**src/rtl/hdc_pkg.sv**
```systemverilog
// Shared definitions for the HDC spam datapath: default sizes, the label type,
// the n-gram feeder state encoding and a length clamp helper.
package hdc_pkg;

  localparam int MAX_LENGTH_DEF = 200;
  localparam int NGRAM_DEF      = 3;
  localparam int CNT_W_DEF      = 16;

  typedef logic [1:0] label_t;

  typedef enum logic [2:0] {
    ST_IDLE,
    ST_PRIME,
    ST_STREAM,
    ST_WAIT_CLASS,
    ST_DONE
  } feeder_state_t;

  function automatic logic [7:0] clamp_len(input logic [7:0] len, input logic [7:0] max_len);
    return (len > max_len) ? max_len : len;
  endfunction

endpackage

```
**src/rtl/ngram_window.sv**
```systemverilog
// NGRAM-byte sliding window: newest byte enters at [7:0], the oldest byte sits
// in the top byte lane. Clear has priority over shift.
module ngram_window
  import hdc_pkg::*;
#(
  parameter int NGRAM = NGRAM_DEF
) (
  input  logic               clk,
  input  logic               rst,
  input  logic               clr_i,
  input  logic               shift_i,
  input  logic [7:0]         byte_i,
  output logic [NGRAM*8-1:0] gram_o
);

  logic [NGRAM*8-1:0] win_q, win_d;

  // NOTE: every path through always_comb starts from a default so no latch is inferred.
  always_comb begin
    win_d = win_q;
    if (clr_i) begin
      win_d = '0;
    end else if (shift_i) begin
      win_d = {win_q[NGRAM*8-9:0], byte_i};
    end
  end

  always_ff @(posedge clk) begin
    if (rst) begin
      win_q <= '0;
    end else begin
      win_q <= win_d;
    end
  end

  assign gram_o = win_q;

endmodule

```
**src/rtl/msg_ngram_feeder.sv**
```systemverilog
// Captures one message, streams its overlapping n-grams to the HDC encoder,
// scores the encoder's decision against the label and pulses compute_done.
module msg_ngram_feeder
  import hdc_pkg::*;
#(
  parameter int MAX_LENGTH = MAX_LENGTH_DEF,
  parameter int NGRAM      = NGRAM_DEF,
  parameter int CNT_W      = CNT_W_DEF
) (
  input  logic                    clk,
  input  logic                    rst,
  input  logic [MAX_LENGTH*8-1:0] msg,
  input  logic                    msg_valid,
  input  logic [7:0]              length,
  input  label_t                  label,
  output logic [NGRAM*8-1:0]      gram_data,
  output logic                    gram_valid,
  input  logic                    gram_ready,
  output logic                    gram_last,
  input  logic                    class_valid,
  input  label_t                  class_label,
  output logic                    compute_done,
  output logic                    busy,
  output logic [CNT_W-1:0]        total_cnt,
  output logic [CNT_W-1:0]        correct_cnt
);

  localparam logic [7:0] MAX_LEN_B = 8'(MAX_LENGTH);
  localparam logic [7:0] NGRAM_B   = 8'(NGRAM);

  feeder_state_t           state_q;
  logic [MAX_LENGTH*8-1:0] msg_q;
  logic [7:0]              eff_len_q, eff_len_d;
  label_t                  label_q;
  logic [7:0]              idx_q;
  logic                    gram_valid_q;
  logic                    busy_q;
  logic                    compute_done_q;
  logic [CNT_W-1:0]        total_q;
  logic [CNT_W-1:0]        correct_q;

  logic [7:0] cur_byte;
  logic       last_w;
  logic       xfer;
  logic       win_clr;
  logic       win_shift;

  assign eff_len_d = clamp_len(length, MAX_LEN_B);
  assign last_w    = gram_valid_q && (idx_q == eff_len_q);
  assign xfer      = gram_valid_q && gram_ready;
  assign win_clr   = (state_q == ST_IDLE) && msg_valid;
  assign win_shift = (state_q == ST_PRIME) || (xfer && !last_w);

  // idx_q can reach eff_len, one past the last byte; out-of-range selects read as zero.
  always_comb begin
    cur_byte = '0;
    for (int i = 0; i < MAX_LENGTH; i++) begin
      if (idx_q == 8'(i)) cur_byte = msg_q[i*8 +: 8];
    end
  end

  ngram_window #(
    .NGRAM(NGRAM)
  ) u_window (
    .clk    (clk),
    .rst    (rst),
    .clr_i  (win_clr),
    .shift_i(win_shift),
    .byte_i (cur_byte),
    .gram_o (gram_data)
  );

  // NOTE: all state below is sequential, so every assignment is non-blocking.
  always_ff @(posedge clk) begin
    if (rst) begin
      state_q        <= ST_IDLE;
      // NOTE: the wide message register is cleared too, so no stale bytes survive an abort.
      msg_q          <= '0;
      eff_len_q      <= '0;
      label_q        <= '0;
      idx_q          <= '0;
      gram_valid_q   <= 1'b0;
      busy_q         <= 1'b0;
      compute_done_q <= 1'b0;
      total_q        <= '0;
      correct_q      <= '0;
    end else begin
      compute_done_q <= 1'b0;
      case (state_q)
        ST_IDLE: begin
          if (msg_valid) begin
            msg_q     <= msg;
            eff_len_q <= eff_len_d;
            label_q   <= label;
            idx_q     <= '0;
            busy_q    <= 1'b1;
            if (eff_len_d < NGRAM_B) begin
              state_q        <= ST_DONE;
              compute_done_q <= 1'b1;
            end else begin
              state_q <= ST_PRIME;
            end
          end
        end

        ST_PRIME: begin
          idx_q <= idx_q + 8'd1;
          if (idx_q == NGRAM_B - 8'd1) begin
            state_q      <= ST_STREAM;
            gram_valid_q <= 1'b1;
          end
        end

        ST_STREAM: begin
          if (xfer) begin
            if (last_w) begin
              state_q      <= ST_WAIT_CLASS;
              gram_valid_q <= 1'b0;
            end else begin
              idx_q <= idx_q + 8'd1;
            end
          end
        end

        ST_WAIT_CLASS: begin
          if (class_valid) begin
            // Counters saturate rather than wrap.
            if (total_q != '1) total_q <= total_q + CNT_W'(1);
            if ((class_label == label_q) && (correct_q != '1)) correct_q <= correct_q + CNT_W'(1);
            state_q        <= ST_DONE;
            compute_done_q <= 1'b1;
          end
        end

        ST_DONE: begin
          state_q <= ST_IDLE;
          busy_q  <= 1'b0;
        end

        default: begin
          state_q      <= ST_IDLE;
          gram_valid_q <= 1'b0;
          busy_q       <= 1'b0;
        end
      endcase
    end
  end

  assign gram_valid   = gram_valid_q;
  assign gram_last    = last_w;
  assign compute_done = compute_done_q;
  assign busy         = busy_q;
  assign total_cnt    = total_q;
  assign correct_cnt  = correct_q;

endmodule

```
**config.mk**
```make
export PLATFORM = sky130hd
export DESIGN_NAME = msg_ngram_feeder
export DESIGN_NICKNAME = d
export VERILOG_FILES = /design/src/rtl/hdc_pkg.sv /design/src/rtl/ngram_window.sv /design/src/rtl/msg_ngram_feeder.sv
export SDC_FILE = /design/constraint.sdc
export NUM_CORES = 2
export LEC_CHECK = 0
export BUFFER_PORTS_ARGS = -buffer_cell sky130_fd_sc_hd__buf_2
export CAP_MARGIN = 20
export CORE_AREA = 2 2 656 658
export CTS_BUF_LIST = sky130_fd_sc_hd__clkbuf_8 sky130_fd_sc_hd__clkbuf_16
export DETAILED_ROUTE_END_ITERATION = 16
export DIE_AREA = 0 0 658 660
export GPL_ROUTABILITY_DRIVEN = 0
export HOLD_SLACK_MARGIN = 0.15
export PLACE_DENSITY = 0.3
export REMOVE_ABC_BUFFERS = 1
export SKIP_LAST_GASP = 1
export SLEW_MARGIN = 20
export SYNTH_ARGS = -nofsm -noshare
export SYNTH_HDL_FRONTEND = slang
export SYNTH_SLANG_ARGS = --single-unit
export TNS_END_PERCENT = 100
```
**constraint.sdc**
```tcl
create_clock -name clk -period 3.7 [get_ports clk]
set_input_delay 0.555 -clock clk [delete_from_list [all_inputs] [get_ports clk]]
set_output_delay 0.555 -clock clk [all_outputs]
set_load 0.02 [all_outputs]
```
=== Word level (Yosys, flattened, before mapping) ===
Index checks and enable logic that the tools add are counted.

* Register bits: 1680
* Input port bits: 1617
* Output and inout port bits: 60
* Word-level logic and storage cells: 473

* $add $sub $neg: 3
* Magnitude comparators: 2
* Eq/ne operators: 213
* Multiplexer cells: 222
* Bitwise logic cells: 2
* Reductions and logical operators: 20

{| class="wikitable"
|+ Operators by type and width
! cell !! count
|-
| 8-bit 2-to-1 mux || 204
|-
| 8-bit == test (second input constant) || 72
|-
| 8-bit by 7-bit == test with 1-bit output (second input constant) || 64
|-
| 8-bit by 6-bit == test with 1-bit output (second input constant) || 32
|-
| 8-bit by 5-bit == test with 1-bit output (second input constant) || 16
|-
| 8-bit by 4-bit == test with 1-bit output (second input constant) || 8
|-
| 16-bit by 1-bit adder with 16-bit output (second input constant) || 2
|-
| 8-bit by 3-bit == test with 1-bit output (second input constant) || 4
|-
| 16-bit != test (second input constant) || 2
|-
| 8-bit one-hot mux with 3 select lines || 1
|-
| 3-bit 2-to-1 mux || 6
|-
| 8-bit by 2-bit == test with 1-bit output (second input constant) || 2
|-
| 3-bit one-hot mux with 4 select lines || 1
|-
| 2-bit != test (second input constant) || 5
|-
| 8-bit by 1-bit adder with 8-bit output (second input constant) || 1
|-
| 8-bit by 1-bit == test with 1-bit output (second input constant) || 1
|-
| 8-bit == test || 1
|-
| 8-bit greater-than comparator (second input constant) || 1
|-
| 8-bit zero test || 1
|-
| 8-bit by 2-bit < comparator with 1-bit output (second input constant) || 1
|-
| 4-bit AND reduction || 2
|-
| 1-bit 2-to-1 mux || 7
|-
| 3-bit by 2-bit == test with 1-bit output (second input constant) || 2
|-
| 3-bit AND reduction || 2
|-
| other kinds (16) || 24
|}

=== Depth between registers and ports, before layout ===
* Word-level depth: 201
* Gate-level depth with buffers: 16
* Depth with buffers taken out: 11

=== By module ===
Synthesis repeated with hierarchy kept, for this count alone.

* Cells, all modules: 10677
* Area, all modules: 77356.7 um^2

{| class="wikitable"
|+ By module, submodules not included
! module !! times used !! cells each !! area each (um^2) !! sequential area each (um^2)
|-
| msg_ngram_feeder || 1 || 10598 || 76489.6 || 33151.8
|-
| ngram_window || 1 || 79 || 867.1 || 480.5
|}

=== Least setup slack after synthesis ===
Ideal clock, no wire load.

* Kind: flip-flop to flip-flop
* From: register idx_q[0]
* To: register u_window.win_q[5], in the netlist u_window.gram_o[5]
* Setup time: 0.120 ns
* Arrival: 2.855 ns
* Required time: 3.580 ns
* Slack: 0.725 ns
* Cell stages (with the launch flop): 14
* Buffers on the path: 2
* Clock period less this slack: 2.975 ns
* Cell sequence: dfxtp_1 > inv_1 > ha_1 > buf_4 > buf_2 > a21oi_1 > nor2_1 > a2111oi_0 > a2bb2oi_1 > o32ai_1 > a2111o_1 > a21oi_1 > o31ai_1 > a211o_1

* Cells in the longest elaborated chain, start to end: 201
* Elaborated cells on any way between the ends: 405
* Those cells by class: eq/ne: 200; mux: 200; reduce/logical: 5

{| class="wikitable"
|+ RTL lines
! item !! line !! RTL
|-
| from (decl) || msg_ngram_feeder.sv:35 || <nowiki>logic [7:0] idx_q;</nowiki>
|-
| from (signal assigned) || msg_ngram_feeder.sv:107 || <nowiki>idx_q <= idx_q + 8'd1;</nowiki>
|-
| from (signal assigned) || msg_ngram_feeder.sv:120 || <nowiki>idx_q <= idx_q + 8'd1;</nowiki>
|-
| 8-bit zero test || msg_ngram_feeder.sv:58 || <nowiki>if (idx_q == 8'(i)) cur_byte = msg_q[i*8 +: 8];</nowiki>
|-
| 8-bit 2-to-1 mux (200 in series) || msg_ngram_feeder.sv:58 ||
|-
| to (signal assigned) || ngram_window.sv:32 || <nowiki>win_q <= win_d;</nowiki>
|-
| to (decl) || ngram_window.sv:16 || <nowiki>logic [NGRAM*8-1:0] win_q, win_d;</nowiki>
|}

Several ways; a longest one is shown, not always the timed one.
A chain may end at the register's enable or synchronous reset.

=== Worst setup path after layout ===
* From: register idx_q[0]
* To: register u_window.win_q[2], in the netlist u_window.gram_o[2]

Same word-level chain as after synthesis.

==> metrics <==
1st-iter DRT viols 9728; Avg Inst Size Synth 7.279 um2; Gate Count Post-Synth 10690; final worst path period share 113.1%; Post-synth top cells nand2_1, a21oi_1, dfxtp_1, clkbuf_1, o21ai_0; clk_lat worst skew 920 ps; number of global-route vias before repair 100500; NumNets Final 16120; CP Buf/Inv Count 5; antenna violations before repair 90; Psw 26790 uW; DRC errors left 0; failing checks negative setup slack; internal power 41230 uW; status finished, violations left; clock share of power 33.0%; leakage power 0.05121 uW; Cell Area, Synth 77790 um2; Arrival @ worst endpoint 5040 ps; Peak VDD IR 0.4063 mV; Seq cells post-synth 1680; clock sinks 1680; Comb pwr share 30.6%; Yosys cell types 114; full die area 434300 um2; Max Cap Viol 0; Slowest-stage cell, CP a41oi_4; Area Overhead vs Synth 64.39%; sequential share of power 36.3%; ordered list of cells on the worst path buf_6 -> ha_4 -> buf_4 -> buf_4 -> or4b_4 -> buf_6 -> o21ai_0 -> nor4_2 -> o21ai_2 -> a311oi_4 -> buf_12 -> o211ai_1 -> a221o_1 -> a41oi_4 -> o211a_1; number of synthesized flops with an enable pin 0; DRT Pass-1 Iters 8; CORE AREA 426700 um2; Synth area leaders dfxtp_1, nand2_1, a21oi_1; Fin Clk Skew 40.32 ps; Period minus WS final 4184 ps; top-count cell post-synth nand2_1; PwrDens 531.8 nW/um2; Placed Cells incl. Taps 18220; Root Buffer clkbuf_16; I/O pin count 1677; Final Hold Fails 0; final WL 679.8 mm; Yosys top cell by area dfxtp_1; Required @ worst endpoint 4560 ps; Max transition margin 13.54%; via/cell ratio 4.931; die outline width 658 um; via count 100600; H-Tree Depth 4; Slew @ Worst Pin 1297 ps; Warnings, synthesis 0; Fmax 239.0 MHz; first-pass GRT wire length 887.7 mm; RSZ-0062 raised after global routing true; Total GRT Usage 29.83%; clock slew at reported path FFs 70 ps; Setup crit start kind flop; most used flip-flop cell after synthesis dfxtp_1; height of the die 660 um; Post-Layout Cell Count 20400; wire per inst 33.32 um; CTS tree built; detailed placement HPWL 536.3 mm; sw frac 39.38%; row cnt 240; CP Capture Type flop; CP peak stage delay 510 ps; pin count of the biggest net entering global routing 216; setup ws final -484.5 ps; Max clock buf depth 4; CTS Buf Count 214; I/O Buffers 1676; final core area utilization 29.97%; ANT nets after route 0; Slew Limit Fails 0; Critical Path Fanout Max 10; cell family with the largest share of critical-path delay compound AO/OA/AOI/OAI gates; worst hold-check path type input port to flop; sequential share of the synthesized area 43.23%; Hold WS 262.1 ps; share of the synthesized area in the top cell type 43.23%; initial core utilization 18.23%; final setup vio count 8; total negative setup slack -1691 ps; fraction of registers with async set or reset after synthesis 0%; layout cells sized above 1 24.84%; Setup CP Type flop to flop; GRT overflow 0
-- per-layer routing --
layer | routed length [um] | share of wire [%] | up-vias | track usage [%]
met3 | 37020 | 5.4 | 1279 | 3.500
met2 | 319400 | 47 | 4860 | 50.37
met4 | 43860 | 6.5 | 12 | 16.39
met1 | 279400 | 41 | 49500 | 36.90
li1 | - | - | 44960 | -
met5 | 84 | 0.012 | - | 0
-- layout by cell type, fill, tap and decap left out, drive strengths merged, types with 34 or more instances in the layout --
| cell | instances |
|---|---|
| nand2 | 3552 |
| buf | 2928 |
| a21oi | 1961 |
| dfxtp | 1680 |
| dlygate4sd3 | 1620 |
| o21ai | 407 |
| nor2 | 362 |
| clkbuf | 273 |
| o22ai | 214 |
| a221oi | 137 |
| a22oi | 120 |
| nand3 | 117 |
| o221ai | 97 |
| nor3 | 90 |
| a211oi | 63 |
| inv | 62 |
| a31oi | 57 |
| o211ai | 51 |
| nand2b | 47 |
| diode | 46 |
| a221o | 46 |
| clkinv | 46 |
| o31ai | 35 |
| nand4 | 34 |
-- worst min-delay path: stages --
cell and delay [ps]:
buf_2 160, nor2_1 140, o41ai_2 90, inv_1 110, nor4b_1 60
-- state kept, by name, indices dropped and copies added (netlist names) --
signal and cells:
total_cnt 16, state_q 3, eff_len_q 8, compute_done 1, correct_cnt 16, label_q 2
busy 1, idx_q 8, u_window.gram_o 24, gram_valid 1, msg_q 1600
-- what timing repair did --
item                                    in CTS  in global routing
gates cloned                                 3                  1
pin swaps                                   90                 45
hold buffers                              1620                  0
endpoints found under the setup margin       9                  8
hold endpoints to repair                  1615                  0
gates resized for setup                    371                 56
setup buffers                              112                 23
-- final timing paths --
kind | startpoint | end | slack (ps) | cells past startpoint
hold / removal | class_valid | state_q[2]$_SDFFE_PP0P_ | 260 | 5
setup / recovery | idx_q[0]$_SDFFE_PP0P_ | u_window.gram_o[2]$_SDFFE_PP0P_ | -480 | 15
hold reg to reg | msg_q[1446]$_SDFFE_PP0P_ | msg_q[1446]$_SDFFE_PP0P_ | 450 | 2
setup reg to reg | idx_q[0]$_SDFFE_PP0P_ | u_window.gram_o[2]$_SDFFE_PP0P_ | -480 | 15
-- power by group through the flow --
| stage | Sequential [uW] | Clock (uW) | Combinational, uW |
|---|---|---|---|
| 6_report | 24700 | 22500 | 20800 |
| 4_1_cts | 24600 | 22900 | 20700 |
| 5_1_grt | 24800 | 23600 | 22000 |
| 3_3_place_gp | 25000 | 0 | 18600 |
| 3_5_place_dp | 25000 | 0 | 18700 |
| 2_1_floorplan | 20000 | 0 | 5410 |
-- final cells by class --
cell class / instances / area [um2]
timing repair buffer: 4553 / 37380
multi-input combinational: 8032 / 42160
antenna: 46 / 115.1
tap: 5687 / 7116
clock inverter: 119 / 1187
sequential: 1680 / 33660
clock buffer: 271 / 6207
fill: 46180 / 298800
inverter: 16 / 68.82
-- cell families after synthesis --
family / count (synthesis) / share of synthesized area, %
AOI/OAI and AO/OA: 3516 / 27.07
and+or+nand+nor: 4465 / 23.68
buffers and inverters: 976 / 5.406
adders and majority gates: 6 / 0.09650
DFF: 1680 / 43.23
muxes: 7 / 0.09328
xor gates and xnor gates: 38 / 0.4278
-- per-stage QoR --
stage | setup WS (ps) | cell area [um2] | total power (uW)
final | -484.5 | 127900 | 68020
after global routing | -524.4 | 127800 | 70410
after CTS | -403.4 | 127300 | 68260
after detailed placement | -1382 | 100900 | 43690
after global placement | -1695 | 100900 | 43630
after floorplan | -38830 | 73650 | 25420
Power figures use the tool's default switching activity.
